===== config.mk =====
export PLATFORM = sky130hd
export DESIGN_NAME = hazard_trap_ctrl
export DESIGN_NICKNAME = d
export VERILOG_FILES = /design/src/rtl/hazard_trap_ctrl.sv
export SDC_FILE = /design/constraint.sdc
export NUM_CORES = 1
export LEC_CHECK = 0
export BUFFER_PORTS_ARGS = -buffer_cell sky130_fd_sc_hd__buf_2
export CORE_MARGIN = 4
export CORE_UTILIZATION = 51
export DETAILED_ROUTE_END_ITERATION = 12
export PLACE_DENSITY_LB_ADDON = 0.15
export SLEW_MARGIN = 20
export SYNTH_ARGS = -nofsm -noshare
export SYNTH_HDL_FRONTEND = slang
export SYNTH_SLANG_ARGS = --single-unit

===== constraint.sdc =====
create_clock -name clk -period 3 [get_ports clk]
set_input_delay 0.15 -clock clk [delete_from_list [all_inputs] [get_ports clk]]
set_output_delay 0.15 -clock clk [all_outputs]
set_load 0.03 [all_outputs]

===== src/rtl/hazard_trap_ctrl.sv =====
// Decode-side pipeline sequencer: load-use interlock, branch flush, ECALL/MRET drain-and-redirect, stall counter.
// Controls are combinational from state and inputs (0-cycle); mem_busy freezes the whole pipe and this FSM.
module hazard_trap_ctrl #(
  parameter int DRAIN_CYCLES = 2,
  parameter int CNT_W        = 32
) (
  input  logic             clk,
  input  logic             rst_n,
  input  logic             id_valid,
  input  logic [4:0]       id_rs1,
  input  logic [4:0]       id_rs2,
  input  logic             id_use_rs1,
  input  logic             id_use_rs2,
  input  logic             id_is_ecall,
  input  logic             id_is_mret,
  input  logic             ex_valid,
  input  logic [4:0]       ex_rd,
  input  logic             ex_is_load,
  input  logic             ex_wr_reg_n,
  input  logic             ex_br_taken,
  input  logic             mem_busy,
  output logic             stall_if,
  output logic             stall_id,
  output logic             stall_ex,
  output logic             flush_id,
  output logic             flush_ex,
  output logic [1:0]       pc_sel,
  output logic             trap_we,
  output logic             busy,
  output logic [CNT_W-1:0] stall_cnt
);

  typedef enum logic [1:0] {
    ST_RUN      = 2'd0,
    ST_DRAIN    = 2'd1,
    ST_REDIRECT = 2'd2
  } state_t;

  localparam logic [1:0] PC_SEQ   = 2'b00;
  localparam logic [1:0] PC_BR    = 2'b01;
  localparam logic [1:0] PC_MTVEC = 2'b10;
  localparam logic [1:0] PC_MEPC  = 2'b11;

  localparam logic [3:0]       DRAIN_INIT = 4'(DRAIN_CYCLES - 1);
  localparam logic [CNT_W-1:0] CNT_MAX    = {CNT_W{1'b1}};
  localparam logic [CNT_W-1:0] CNT_ONE    = {{(CNT_W-1){1'b0}}, 1'b1};

  state_t           state_q, state_d;
  logic             kind_q, kind_d;          // 1 = MRET, 0 = ECALL
  logic [3:0]       drain_cnt_q, drain_cnt_d;
  logic [CNT_W-1:0] stall_cnt_q, stall_cnt_d;

  logic load_use;
  logic id_trap;

  assign load_use = ex_valid & ex_is_load & ~ex_wr_reg_n & (ex_rd != 5'd0) & id_valid &
                    ((id_use_rs1 & (id_rs1 == ex_rd)) | (id_use_rs2 & (id_rs2 == ex_rd)));
  assign id_trap  = id_valid & (id_is_ecall | id_is_mret);

  always_comb begin
    state_d     = state_q;
    kind_d      = kind_q;
    drain_cnt_d = drain_cnt_q;
    stall_if    = 1'b0;
    stall_id    = 1'b0;
    stall_ex    = 1'b0;
    flush_id    = 1'b0;
    flush_ex    = 1'b0;
    pc_sel      = PC_SEQ;
    trap_we     = 1'b0;

    if (mem_busy) begin
      stall_if = 1'b1;
      stall_id = 1'b1;
      stall_ex = 1'b1;
    end else begin
      unique case (state_q)
        ST_RUN: begin
          // A taken branch makes everything younger in ID wrong-path, traps included.
          if (ex_br_taken) begin
            pc_sel   = PC_BR;
            flush_id = 1'b1;
            flush_ex = 1'b1;
          end else if (id_trap) begin
            stall_if    = 1'b1;
            stall_id    = 1'b1;
            flush_ex    = 1'b1;
            kind_d      = id_is_mret;
            drain_cnt_d = DRAIN_INIT;
            state_d     = (DRAIN_CYCLES > 1) ? ST_DRAIN : ST_REDIRECT;
          end else if (load_use) begin
            stall_if = 1'b1;
            stall_id = 1'b1;
            flush_ex = 1'b1;
          end
        end
        ST_DRAIN: begin
          stall_if    = 1'b1;
          stall_id    = 1'b1;
          flush_ex    = 1'b1;
          drain_cnt_d = (drain_cnt_q != 4'd0) ? drain_cnt_q - 4'd1 : 4'd0;
          if (drain_cnt_q <= 4'd1) begin
            state_d = ST_REDIRECT;
          end
        end
        ST_REDIRECT: begin
          flush_id = 1'b1;
          flush_ex = 1'b1;
          pc_sel   = kind_q ? PC_MEPC : PC_MTVEC;
          trap_we  = ~kind_q;
          state_d  = ST_RUN;
        end
        default: begin
          state_d = ST_RUN;
        end
      endcase
    end
  end

  always_comb begin
    stall_cnt_d = stall_cnt_q;
    if (stall_if && (stall_cnt_q != CNT_MAX)) begin
      stall_cnt_d = stall_cnt_q + CNT_ONE;
    end
  end

  always_ff @(posedge clk or negedge rst_n) begin
    if (!rst_n) begin
      state_q     <= ST_RUN;
      kind_q      <= 1'b0;
      drain_cnt_q <= 4'd0;
      stall_cnt_q <= '0;
    end else begin
      state_q     <= state_d;
      kind_q      <= kind_d;
      drain_cnt_q <= drain_cnt_d;
      stall_cnt_q <= stall_cnt_d;
    end
  end

  assign busy      = (state_q != ST_RUN);
  assign stall_cnt = stall_cnt_q;

endmodule


==> run_results.csv <==
group,metric,value,unit
status,status,"complete, no violations",
synth,yosys_register_bits,39,
critical_path,critPathCaptureType,"flip-flop",
timing,finClkSkew,0.009032,ns
critical_path,worstPathArrival,2.88,ns
detailed_routing,vias_per_cell,5.214,
cells_and_area,most-common-layout-cells,"buf_2, dfrtp_1, nand2_1, xor2_1, xnor2_1",
clock_network,cts_inserted_buffers,5,
critical_path,crit_required,3.17,ns
cells_and_area,finalNonFillerCells,341,
synth,yosys.area.top_type_share,0.4596,
critical_path,cpMaxStageDelayCell,"or4_1",
critical_path,cp-startpoint,"stall_cnt[0]$_DFFE_PN0P_",
detailed_routing,dr.pass1.iters,5,
synth,synth_area,0.002123,mm2
timing,setup-tns-final,0,ns
synth,yosysSeqAreaShare,0.4596,
global_routing,antenna_found_initial,0,
timing,finalSetupViolCount,0,
detailed_routing,highest_layer,"met4",
timing,period_needed,2.713,ns
min_path,hp-class,"in -> reg",
critical_path,critPathMaxFanout,24,
power_and_ir_drop,intPower,1.021,mW
synth,synthFlopType,"dfrtp_1",
critical_path,reg2reg_from,"stall_cnt[0]$_DFFE_PN0P_",
global_routing,grt_pass1_wl,7.941,mm
synth,synth_fp_nets,251,
floorplanning,core,0.004000,mm2
timing,slew_headroom,0.4494,
timing,whs,0.1265,ns
global_routing,grt_usage,0.1892,
cells_and_area,layout_commonest_cell,"buf_2",
critical_path,cp-start-kind,"flip-flop",
global_routing,grt_max_degree,40,
clock_network,post-cts-setup-buffer-count,0,
timing,drv_slew,0,
power_and_ir_drop,vdd_ir_drop_max,0.4318,mV
power_and_ir_drop,power_switching,0.6680,mW
power_and_ir_drop,p_leak,1.368,nW
synth,synth_edf_count,0,
detailed_routing,met2_length,2.051,mm
timing,worst_pin_slew,0.8259,ns
critical_path,r2r_setup_slack,0.29,ns
detailed_routing,dr_total_vias,1778,
place,dp_hpwl,3.397,mm
clock_network,hold_buffers,1,
power_and_ir_drop,powerDensity,649.7,mW/mm2
place,gp_congestion,0.8696,
detailed_routing,dr_wl_met3,391,um
timing,timing.fmax,368.6,MHz
clock_network,cts_buffer_depth,2,
detailed_routing,drtIter0Drc,44,
cells_and_area,nets,322,
detailed_routing,met1_length,1.928,mm
power_and_ir_drop,switching_share,0.3954,
place,dp_cells,332,
clock_network,numClockSinks,39,
power_and_ir_drop,pwr-share-comb,0.371,
clock_network,htree_levels,2,
cells_and_area,layout-drive-gt1-share,0.2784,
floorplanning,rows,23,
timing,hold_viol_final,0,
synth,yosysTopAreaCell,"dfrtp_1",
flow_run,maxCapViolCount,0,
floorplanning,die_w,72.53,um
synth,async_flop_share,1.000,
critical_path,max_stage_delay,0.66,ns
clock_network,cts-root-buf,"clkbuf_8",
synth,syn_inst,219,
global_routing,grt_pass1_vias,1790,
cells_and_area,num-fill-cells,340,
synth,syn_area_per_cell,9.695,um2
synth,synth_cell_type_count,32,
power_and_ir_drop,power_frac_seq,0.402,
cells_and_area,finish.utilization,0.6500,
global_routing,grt_overflow,0,
cells_and_area,syn_to_final_growth,22.45,%
place,io_buffers,67,
floorplanning,die_area,0.005260,mm2
timing,period_share,0.9044,
clock_network,cts_tree,"yes",
timing,rsz0062_at_grt,"no",
clock_network,post_cts_resized,0,
min_path,min_from,"id_is_mret",
detailed_routing,drt-total-wl,4.428,mm
critical_path,path_class,"reg -> reg",
synth,ys_warn_count,0,
detailed_routing,wl_per_cell,12.99,um
critical_path,path_cells,"ha_1 -> nand2_1 -> nor2_1 -> nand2_4 -> or4_1 -> o21ai_4 -> nor3_1 -> xor2_1",
floorplanning,io_pins,68,
place,post-place-ws,0.2885,ns
floorplanning,die_h,72.53,um
cells_and_area,diodes,0,
floorplanning,initial_core_util,0.5308,
detailed_routing,drc,0,
timing,worst_slack,0.2867,ns
clock_network,clkTransAtPathRegs,0.07,ns
power_and_ir_drop,p_clk_frac,0.227,
synth,synth_area_leaders,"dfrtp_1, xor2_1, xnor2_1",
clock_network,clk_latency,0.29,ns
detailed_routing,ant_nets,0,
synthesized netlist by cell type (4+ instances only):
cell     number
o21ai_0       9
dfrtp_1      39
nor4_1        9
xnor2_1      20
nand3_1      10
ha_1          5
and3_1        4
a21oi_1       4
nor2_1       19
nand4_1       7
xor2_1       21
nand2_1      21
nor3_1       15
inv_1         9
per-stage QoR:
stage	power, mW	instance area, um2
3_3_place_gp	1.303	2486
6_report	1.689	2600
2_1_floorplan	1.146	2123
3_5_place_dp	1.325	2486
4_1_cts	1.711	2600
5_1_grt	1.813	2600
final cells by class:
type,count,area [um2],share of cell area
clock buffers,7,96.34,0.03705
well taps,50,62.56,0.02406
repair buffers,69,352.8,0.1357
clock inverters,1,7.507,0.002887
flip-flops and latches,39,975.9,0.3754
inverters,9,33.78,0.01299
multi-input cells,166,1071,0.4119
logic make-up (layout without fill, tap and decap cells):
family                   Yosys count  after routing  share of synthesized area
AND/OR/NAND/NOR                   98             98                     0.2363
adder cells (fa/ha/maj)            5              5                    0.02946
flip-flops                        39             39                     0.4596
multiplexers                       2              2                    0.01061
XOR/XNOR                          41             41                     0.1691
buffers and inverters             14             86                    0.03594
AO/OA/AOI/OAI                     20             20                    0.05893
critical path: cells and delay by family (launching register included):
kind | cells | cell delay [ns]
xor+xnor | 1 | 0.17
fa+ha+maj | 1 | 0.22
compound gates | 1 | 0.52
flops | 1 | 0.41
simple gates | 5 | 1.26
flip-flops by register name, indices dropped and copies added, names as in the netlist:
signal / count
state_q: 2
kind_q: 1
stall_cnt: 32
drain_cnt_q: 4
layer usage:
layer  track usage  vias up
met5             0        -
met4       0.06967        0
met3       0.05402        5
met2        0.3016       54
met1        0.2451      823
li1              -      896
worst paths after layout:
| check | depth (start not counted) | to |
|---|---|---|
| max in group asynchronous | 2 | stall_cnt[26]$_DFFE_PN0P_ |
| max reg2reg | 8 | stall_cnt[25]$_DFFE_PN0P_ |
| min | 2 | kind_q$_DFFE_PN0P_ |
| min in group asynchronous | 2 | drain_cnt_q[1]$_DFFE_PN0P_ |
| min reg2reg | 1 | stall_cnt[7]$_DFFE_PN0P_ |
| max | 8 | stall_cnt[25]$_DFFE_PN0P_ |
power groups by stage:
stage	combinational, mW	sequential (mW)	clock (mW)
after global routing	0.703	0.694	0.416
after detailed placement	0.636	0.689	0
after CTS	0.638	0.679	0.394
after global placement	0.617	0.685	0
final	0.626	0.679	0.384
after floorplan	0.379	0.767	0
Power figures use the tool's default switching activity.
